**src/rtl/input_pkg.sv**
```systemverilog
// -----------------------------------------------------------------------------
// input_pkg
//   Shared definitions for the board-input conditioning path.
//   - Default parameter values used by input_conditioner and debounce_cell.
//   - Register map of the memory-mapped input decoder. The event-clear address
//     is named here so the decoder and the conditioner agree on it.
//   - Helper to size the debounce counter.
// -----------------------------------------------------------------------------
package input_pkg;

    // Default build parameters
    localparam int SW_W_DEF        = 5;
    localparam int SYNC_STAGES_DEF = 2;
    localparam int DB_CYCLES_DEF   = 16;

    // Input decoder register map (word offsets inside the input block)
    localparam int IN_ADDR_W = 4;

    typedef enum logic [IN_ADDR_W-1:0] {
        IN_REG_SW     = 4'h0,   // read: debounced switch levels
        IN_REG_IR     = 4'h1,   // read: debounced IR level
        IN_REG_EVENT  = 4'h2,   // read: sticky IR event flag
        IN_REG_EV_CLR = 4'h3    // write: clear IR event flag
    } in_reg_e;

    // Address the decoder compares against to produce the ev_clr strobe
    localparam logic [IN_ADDR_W-1:0] EV_CLR_ADDR = IN_REG_EV_CLR;

    // Counter width needed to hold 0 .. n-1. Legal n is >= 2, so $clog2(n)
    // is always at least 1; the guard only protects against misuse.
    function automatic int db_cnt_width(input int n);
        int w;
        w = $clog2(n);
        if (w < 1) begin
            w = 1;
        end
        return w;
    endfunction

endpackage : input_pkg

```
**src/rtl/debounce_cell.sv**
```systemverilog
// -----------------------------------------------------------------------------
// debounce_cell
//   One-bit synchronizer followed by a counter-based debouncer.
//   The synchronizer is a plain SYNC_STAGES-deep shift register with no logic
//   between stages. The debounced level only follows the synchronized sample
//   once that sample has disagreed with it for DB_CYCLES consecutive clocks.
//
// Parameters
//   SYNC_STAGES  synchronizer depth (>= 2)
//   DB_CYCLES    consecutive differing samples needed to accept a change (>= 2)
//
// Ports
//   clk    in   system clock
//   reset  in   synchronous active-high reset
//   raw    in   asynchronous input pin
//   db     out  debounced level, clk domain
// -----------------------------------------------------------------------------
module debounce_cell
    import input_pkg::*;
#(
    parameter int SYNC_STAGES = SYNC_STAGES_DEF,
    parameter int DB_CYCLES   = DB_CYCLES_DEF
) (
    input  logic clk,
    input  logic reset,
    input  logic raw,
    output logic db
);

    localparam int                CNT_W   = db_cnt_width(DB_CYCLES);
    localparam logic [CNT_W-1:0]  CNT_MAX = CNT_W'(DB_CYCLES - 1);

    logic [SYNC_STAGES-1:0] r_sync;
    logic [CNT_W-1:0]       r_cnt;
    logic                   r_db;
    logic                   w_s;

    // Synchronizer: raw enters at bit 0, the last stage is the usable sample.
    always_ff @(posedge clk) begin
        if (reset) begin
            r_sync <= '0;
        end else begin
            r_sync <= {r_sync[SYNC_STAGES-2:0], raw};
        end
    end

    assign w_s = r_sync[SYNC_STAGES-1];

    // Debouncer. Any sample that agrees with the current level drops the count
    // back to zero, so bounces restart the qualification window instead of
    // accumulating. The counter tops out at CNT_MAX and never wraps.
    always_ff @(posedge clk) begin
        if (reset) begin
            r_cnt <= '0;
            r_db  <= 1'b0;
        end else if (w_s == r_db) begin
            r_cnt <= '0;
        end else if (r_cnt == CNT_MAX) begin
            r_db  <= w_s;
            r_cnt <= '0;
        end else begin
            r_cnt <= r_cnt + 1'b1;
        end
    end

    assign db = r_db;

endmodule : debounce_cell

```
**src/rtl/input_conditioner.sv**
```systemverilog
// -----------------------------------------------------------------------------
// input_conditioner
//   Conditions the asynchronous board inputs (switches and IR receiver) before
//   they reach the CPU's memory-mapped input decoder. Every input gets its own
//   synchronizer + debouncer; the IR line additionally gets edge pulses and a
//   sticky event flag that firmware clears through the ev_clr strobe.
//
// Parameters
//   SW_W         number of switch inputs
//   SYNC_STAGES  synchronizer flops per input (>= 2)
//   DB_CYCLES    consecutive stable samples required to accept a change (>= 2)
//
// Ports
//   clk       in   system clock, single domain
//   reset     in   synchronous active-high reset
//   sw_raw    in   asynchronous switch pins [SW_W]
//   ir_raw    in   asynchronous IR receiver pin
//   ev_clr    in   firmware strobe clearing ir_event
//   sw_db     out  debounced switch levels [SW_W]
//   ir_db     out  debounced IR level
//   ir_rise   out  one-cycle pulse after ir_db goes 0->1
//   ir_fall   out  one-cycle pulse after ir_db goes 1->0
//   ir_event  out  sticky flag, set by ir_rise, cleared by ev_clr
// -----------------------------------------------------------------------------
module input_conditioner
    import input_pkg::*;
#(
    parameter int SW_W        = SW_W_DEF,
    parameter int SYNC_STAGES = SYNC_STAGES_DEF,
    parameter int DB_CYCLES   = DB_CYCLES_DEF
) (
    input  logic            clk,
    input  logic            reset,
    input  logic [SW_W-1:0] sw_raw,
    input  logic            ir_raw,
    input  logic            ev_clr,
    output logic [SW_W-1:0] sw_db,
    output logic            ir_db,
    output logic            ir_rise,
    output logic            ir_fall,
    output logic            ir_event
);

    // The IR pin rides along as the top bit so every input uses the same cell.
    localparam int N_IN = SW_W + 1;

    logic [N_IN-1:0] w_raw_all;
    logic [N_IN-1:0] w_db_all;
    logic            w_ir_db;
    logic            w_ir_rise;
    logic            w_ir_fall;
    logic            r_ir_q;
    logic            r_ir_event;

    assign w_raw_all = {ir_raw, sw_raw};

    generate
        for (genvar gi = 0; gi < N_IN; gi++) begin : g_cell
            debounce_cell #(
                .SYNC_STAGES (SYNC_STAGES),
                .DB_CYCLES   (DB_CYCLES)
            ) u_cell (
                .clk   (clk),
                .reset (reset),
                .raw   (w_raw_all[gi]),
                .db    (w_db_all[gi])
            );
        end
    endgenerate

    assign w_ir_db = w_db_all[SW_W];

    // Edge history for the debounced IR level.
    always_ff @(posedge clk) begin
        if (reset) begin
            r_ir_q <= 1'b0;
        end else begin
            r_ir_q <= w_ir_db;
        end
    end

    // Both ir_db and r_ir_q are cleared by reset, so the pulses are already
    // zero in the cycle after reset; the explicit gate also keeps them low
    // while reset is being held, before the first reset edge has landed.
    assign w_ir_rise = ~reset &  w_ir_db & ~r_ir_q;
    assign w_ir_fall = ~reset & ~w_ir_db &  r_ir_q;

    // Sticky event. A rise in the same cycle as a clear wins, so firmware
    // that clears late never loses a fresh event.
    always_ff @(posedge clk) begin
        if (reset) begin
            r_ir_event <= 1'b0;
        end else begin
            r_ir_event <= w_ir_rise | (r_ir_event & ~ev_clr);
        end
    end

    assign sw_db    = w_db_all[SW_W-1:0];
    assign ir_db    = w_ir_db;
    assign ir_rise  = w_ir_rise;
    assign ir_fall  = w_ir_fall;
    assign ir_event = r_ir_event;

endmodule : input_conditioner

```
**config.mk**
```make
export PLATFORM = sky130hd
export DESIGN_NAME = input_conditioner
export DESIGN_NICKNAME = d
export VERILOG_FILES = /design/src/rtl/input_pkg.sv /design/src/rtl/debounce_cell.sv /design/src/rtl/input_conditioner.sv
export SDC_FILE = /design/constraint.sdc
export NUM_CORES = 1
export LEC_CHECK = 0
export CORE_AREA = 4 4 60 62
export DETAILED_ROUTE_END_ITERATION = 7
export DIE_AREA = 0 0 64 66
export PLACE_DENSITY = 0.85
export SETUP_SLACK_MARGIN = 0.2
export SLEW_MARGIN = 20
export SYNTH_ARGS = -nofsm -noshare
export SYNTH_HDL_FRONTEND = slang
export SYNTH_SLANG_ARGS = --single-unit
export TNS_END_PERCENT = 10
```
**constraint.sdc**
```tcl
create_clock -name clk -period 1.7 [get_ports clk]
set_clock_uncertainty 0.05 [all_clocks]
set_input_delay 0.51 -clock clk [delete_from_list [all_inputs] [get_ports clk]]
set_output_delay 0.51 -clock clk [all_outputs]
set_load 0.01 [all_outputs]
```
==> reports/qor.yml, run 1 <==
route:
  drt_first_pass_iters: 2
  vias: 1001
  vias_per_cell: 4.55
  routed_wl_um: 2270
  drt_first_iter_violations: 23
  wire_per_inst_um: 10.3
  ant_nets: 0
  drc_errors: 0
worst_setup_path:
  reg2reg_slack_ps: 310
  critical_path_class: "in -> out"
  rr_worst_depth: 6
  startpoint: "reset"
  critPathLaunchType: "input port"
  r2r_end: "g_cell[5].u_cell.r_cnt[2]"
  required_ps: 1140
  r2r-start: "g_cell[5].u_cell.db"
  critPathCapture: "ir_rise"
  critPathMaxFanout: 3
  endpoint_kind: "output port"
  worst_ep_arrival_time_ps: 1120
timing:
  worst_pin_slew_ps: 247
  slew_headroom_pct: 83.5
  drv_slew: 0
  fmax_ghz: 0.597
  hold_slack_ps: 397
  rsz0062_at_grt: "yes"
  final.setup.tns_ps: 0
  setup_viol: 0
  hold_viol: 0
  fin_crit_ps: 1680
  fin_crit_sh_pct: 98.6
grt:
  antenna_found_initial: 0
  grt_overflow: 0
  grt_max_degree: 26
  grt_pass1_vias: 1026
  grt_first_pass_wirelength_um: 4060
  grt_usage_pct: 12.6
synth:
  ys_seq_elements: 44
  syn_area_um2: 1620
  ys_seq_area_share_pct: 54.3
  syn_area_per_cell_um2: 10.6
  syn_inst: 153
  yosysWarningCount: 0
  synthesis.nets: 168
  yosysUniqueCellTypes: 18
power_and_ir_drop:
  p_total_mw: 1.72
  ir_worst_vdd_mv: 0.900
  power_density_nw_per_um2: 907
  p_leak_nw: 0.744
place:
  io_buffers: 17
  hpwl_um: 1720
  gp_congestion: 0.633
  dp_cells: 210
layout:
  layout.nets: 190
  multi_input_area_um2: 687
  stdcell_count: 220
  drive_above_1_share_pct: 22.2
  final-seq-area_um2: 887
  syn2layout_area_growth_pct: 17.2
  final_common_cell: "dfxtp_1"
  final_cell_mix: "dfxtp_1, nor2_1, nor2b_1"
  antenna_cells: 0
  nFillCells: 254
  final_util_pct: 62.8
floorplan:
  die-area_um2: 4220
  num_io_pins: 18
  dieHeight_um: 66
  fp.coreArea_um2: 3030
  initial_core_util_pct: 53.6
  die_x_um: 64
  row_count: 20
worst_hold_path:
  hold_class: "reg -> reg"
  hold_depth: 1
cts:
  clock_latency_ps: 340
  htreeDepth: 2
  cts_tree: "yes"
  cts_made_buffers: 5
  hold_buffers: 0
  root_buffer: "clkbuf_4"
  cts.path.max_buffers: 2
  cts.clk_slew.worst_paths_ps: 110
  cts.sinks: 44
job:
  maxCapViolCount: 0
outcome:
  status: "finished clean"
critical path, cell delays in order:
cell and delay (ps):
clkdlybuf4s15_2 230, nor2b_4 110, nor2b_1 130, buf_2 140
through the flow:
stage / instance area (um^2) / setup slack (ps)
finish: 1900 / 24.2
global route: 1900 / -59.3
CTS: 1920 / 17.2
detailed placement: 1830 / -678
global placement: 1830 / -660
floorplan: 1630 / 208
report_power, final:
group / switching [mW] / internal, mW
Clock: 0.302 / 0.309
Sequential: 0.00851 / 1.05
Combinational: 0.0227 / 0.0349
Total: 0.333 / 1.39
cell families (layout without fill, tap and decap cells):
logic type	Yosys count	count (layout)	synth area share [%]
buf+inv	13	36	4.16
simple gates	65	65	23.2
flops	44	44	54.3
compound gates	1	1	0.308
fa+ha+maj	6	6	4.63
xor+xnor	18	18	9.71
mux	6	6	3.70
routing by layer:
layer  track usage [%]  part of all wire (%)  vias to the layer above
met1              11.0                    41                      447
met4              4.58                  0.35                        0
li1                  -                     -                      532
met3              5.95                   5.7                        2
met5                 0                     0                        -
met2              24.6                    53                       20
what timing repair did:
item / 4_1_cts / 5_1_grt
endpoints found under the setup margin: 32 / 9
hold endpoints to repair: 0 / 0
gates resized for setup: 28 / 13
setup buffers: 2 / 0
cloned: 0 / 0
pin swaps: 1 / 0
synthesized netlist by cell type (all sizes together):
library cell  number  area share (%)
or2b               1            0.46
a21oi              1            0.31
xor2               6             3.2
nor2              30             6.9
or3                6             4.2
nand3              6             1.9
nor2b             14             5.4
clkbuf             2            0.46
xnor2             12             6.5
ha                 6             4.6
dfxtp             44              54
nor3b              1            0.46
and3               6             3.5
mux2i              6             3.7
nand2b             1            0.39
buf                5             2.3
inv                6             1.4
layout make-up:
class / count / area share (%)
well taps: 44 / 2.89
repair buffers: 22 / 9.14
clock buffers: 6 / 2.17
flip-flops and latches: 44 / 46.6
inverters: 6 / 1.18
clock inverters: 2 / 1.84
multi-input cells: 96 / 36.1
flip-flops by register name, summed over array words and instances, names as in the netlist:
register	cells
g_cell.u_cell.r_cnt	24
g_cell.u_cell.r_sync	12
g_cell.u_cell.db	6
ir_event	1
r_ir_q	1
worst min path at each step:
| stage | start | to | slack [ps] |
|---|---|---|---|
| 4_1_cts | g_cell[5].u_cell.r_cnt[0] | g_cell[5].u_cell.r_cnt[0] | 400 |
| 6_report | g_cell[5].u_cell.r_cnt[0] | g_cell[5].u_cell.r_cnt[0] | 400 |
| 2_1_floorplan | g_cell[0].u_cell.r_sync[0] | g_cell[0].u_cell.r_sync[1] | 360 |
| 5_1_grt | g_cell[2].u_cell.r_sync[0] | g_cell[2].u_cell.r_sync[1] | 410 |
| 3_3_place_gp | g_cell[4].u_cell.r_sync[0] | g_cell[4].u_cell.r_sync[1] | 370 |
| 3_5_place_dp | g_cell[1].u_cell.r_cnt[0] | g_cell[1].u_cell.r_cnt[0] | 380 |
Note: power is estimated with default switching activity, not from simulation.
==> run 2, diff against run 1 <==
--- a/config.mk
+++ b/config.mk
@@ -10,6 +10,7 @@
 export DIE_AREA = 0 0 64 66
 export PLACE_DENSITY = 0.85
 export SETUP_SLACK_MARGIN = 0.2
+export SKIP_CTS_REPAIR_TIMING = 1
 export SLEW_MARGIN = 20
 export SYNTH_ARGS = -nofsm -noshare
 export SYNTH_HDL_FRONTEND = slang
==> reports/qor.yml, run 2 (synthesis gave the netlist of run 1 again) <==
cts:
  root_buffer: "clkbuf_4"
  cts.sinks: 44
  cts.path.max_buffers: 2
  clock_latency_ps: 340
  cts_made_buffers: 5
  cts_tree: "yes"
  cts.clk_slew.worst_paths_ps: 110
  htreeDepth: 2
floorplan:
  die_x_um: 64
  initial_core_util_pct: 53.6
  dieHeight_um: 66
  num_io_pins: 18
  die-area_um2: 4220
  row_count: 20
  fp.coreArea_um2: 3030
layout:
  final_common_cell: "dfxtp_1"
  regMostFlops: "g_cell.u_cell.r_cnt"
  largest_register_ffs: 24
  antenna_cells: 0
  final_cell_mix: "dfxtp_1, nor2_1, nor2b_1"
  layout.nets: 188
  drive_above_1_share_pct: 18.4
  syn2layout_area_growth_pct: 18.3
timing:
  slew_headroom_pct: 83.3
  fin_crit_sh_pct: 99.1
  fmax_ghz: 0.594
  drv_slew: 0
  hold_viol: 0
  fin_crit_ps: 1680
  rsz0062_at_grt: "yes"
  setup_viol: 0
  worst_pin_slew_ps: 250
  final.setup.tns_ps: 0
route:
  routed_wl_um: 2260
  highest_layer: "met4"
  wl_met3_um: 138
  drt_first_pass_iters: 3
  wl_met2_um: 1190
  ant_nets: 0
  drt_first_iter_violations: 33
  wire_per_inst_um: 10.3
  wl_met1_um: 914
  vias: 996
  vias_per_cell: 4.57
  drc_errors: 0
power_and_ir_drop:
  p_int_mw: 1.39
  power_density_nw_per_um2: 899
  netSwitchingPower_uw: 336
  swShare_pct: 19.5
  seqPwrFrac_pct: 61.1
  p_leak_nw: 0.812
  ir_worst_vdd_mv: 0.898
  combPwrFrac_pct: 3.3
  p_total_mw: 1.73
  p_clk_share_pct: 35.5
grt:
  grt_pass1_vias: 999
  antenna_found_initial: 0
  grt_overflow: 0
  grt_first_pass_wirelength_um: 3930
  grt_usage_pct: 12.3
  grt_max_degree: 26
place:
  gp_congestion: 0.633
  io_buffers: 17
  hpwl_um: 1720
worst_setup_path:
  critical_path_class: "reg -> out"
  critPathMaxFanout: 5
  worst_ep_arrival_time_ps: 1120
  endpoint_kind: "output port"
  required_ps: 1140
  critPathLaunchType: "flip-flop"
worst_hold_path:
  hold_class: "reg -> reg"
job:
  maxCapViolCount: 0
outcome:
  status: "finished clean"
## run 2: final timing paths
kind | startpoint | end | slack [ps] | cells past startpoint
max | g_cell[5].u_cell.db | ir_rise | 20 | 3
min reg2reg | g_cell[5].u_cell.r_cnt[0] | g_cell[5].u_cell.r_cnt[0] | 400 | 1
max reg2reg | g_cell[0].u_cell.r_cnt[0] | g_cell[0].u_cell.r_cnt[2] | 330 | 4
min | g_cell[5].u_cell.r_cnt[0] | g_cell[5].u_cell.r_cnt[0] | 400 | 1
## run 2: critical path, stage by stage, from the launching register on
cell and delay [ps]:
dfxtp_4 390, nor2b_4 130, nor2b_1 130, buf_2 140
## run 2: area by class of cell
cell class	instances	area, um^2
sequential	44	890
fill	249	1110
tap	44	55.1
timing repair buffer	20	190
clock buffer	6	41.3
multi-input combinational	96	687
clock inverter	2	35.0
inverter	6	22.5
## run 2: per-layer routing
layer | vias up | GRT usage [%]
li1 | 527 | -
met1 | 447 | 10.5
met2 | 20 | 24.1
met5 | - | 0
met4 | 0 | 4.58
met3 | 2 | 5.95
## run 2: metrics by stage
stage               worst slack [ps]  std cells  hold slack [ps]  instance area [um^2]  util, %
finish                          16.0        218              397                  1920     63.4
global route                   -68.7        218              406                  1920     63.4
CTS                             -683        218              402                  1910     63.0
detailed placement              -678        210              385                  1830     60.5
global placement                -660        210              369                  1830     60.5
floorplan                        208        153              364                  1630        -
## run 2: power groups by stage
stage               combinational [mW]  sequential [mW]  clock [mW]
global route                    0.0638             1.06       0.691
global placement                0.0559             1.08           0
floorplan                       0.0315             1.08           0
detailed placement              0.0582             1.08           0
finish                          0.0576             1.06       0.613
CTS                             0.0587             1.06       0.640
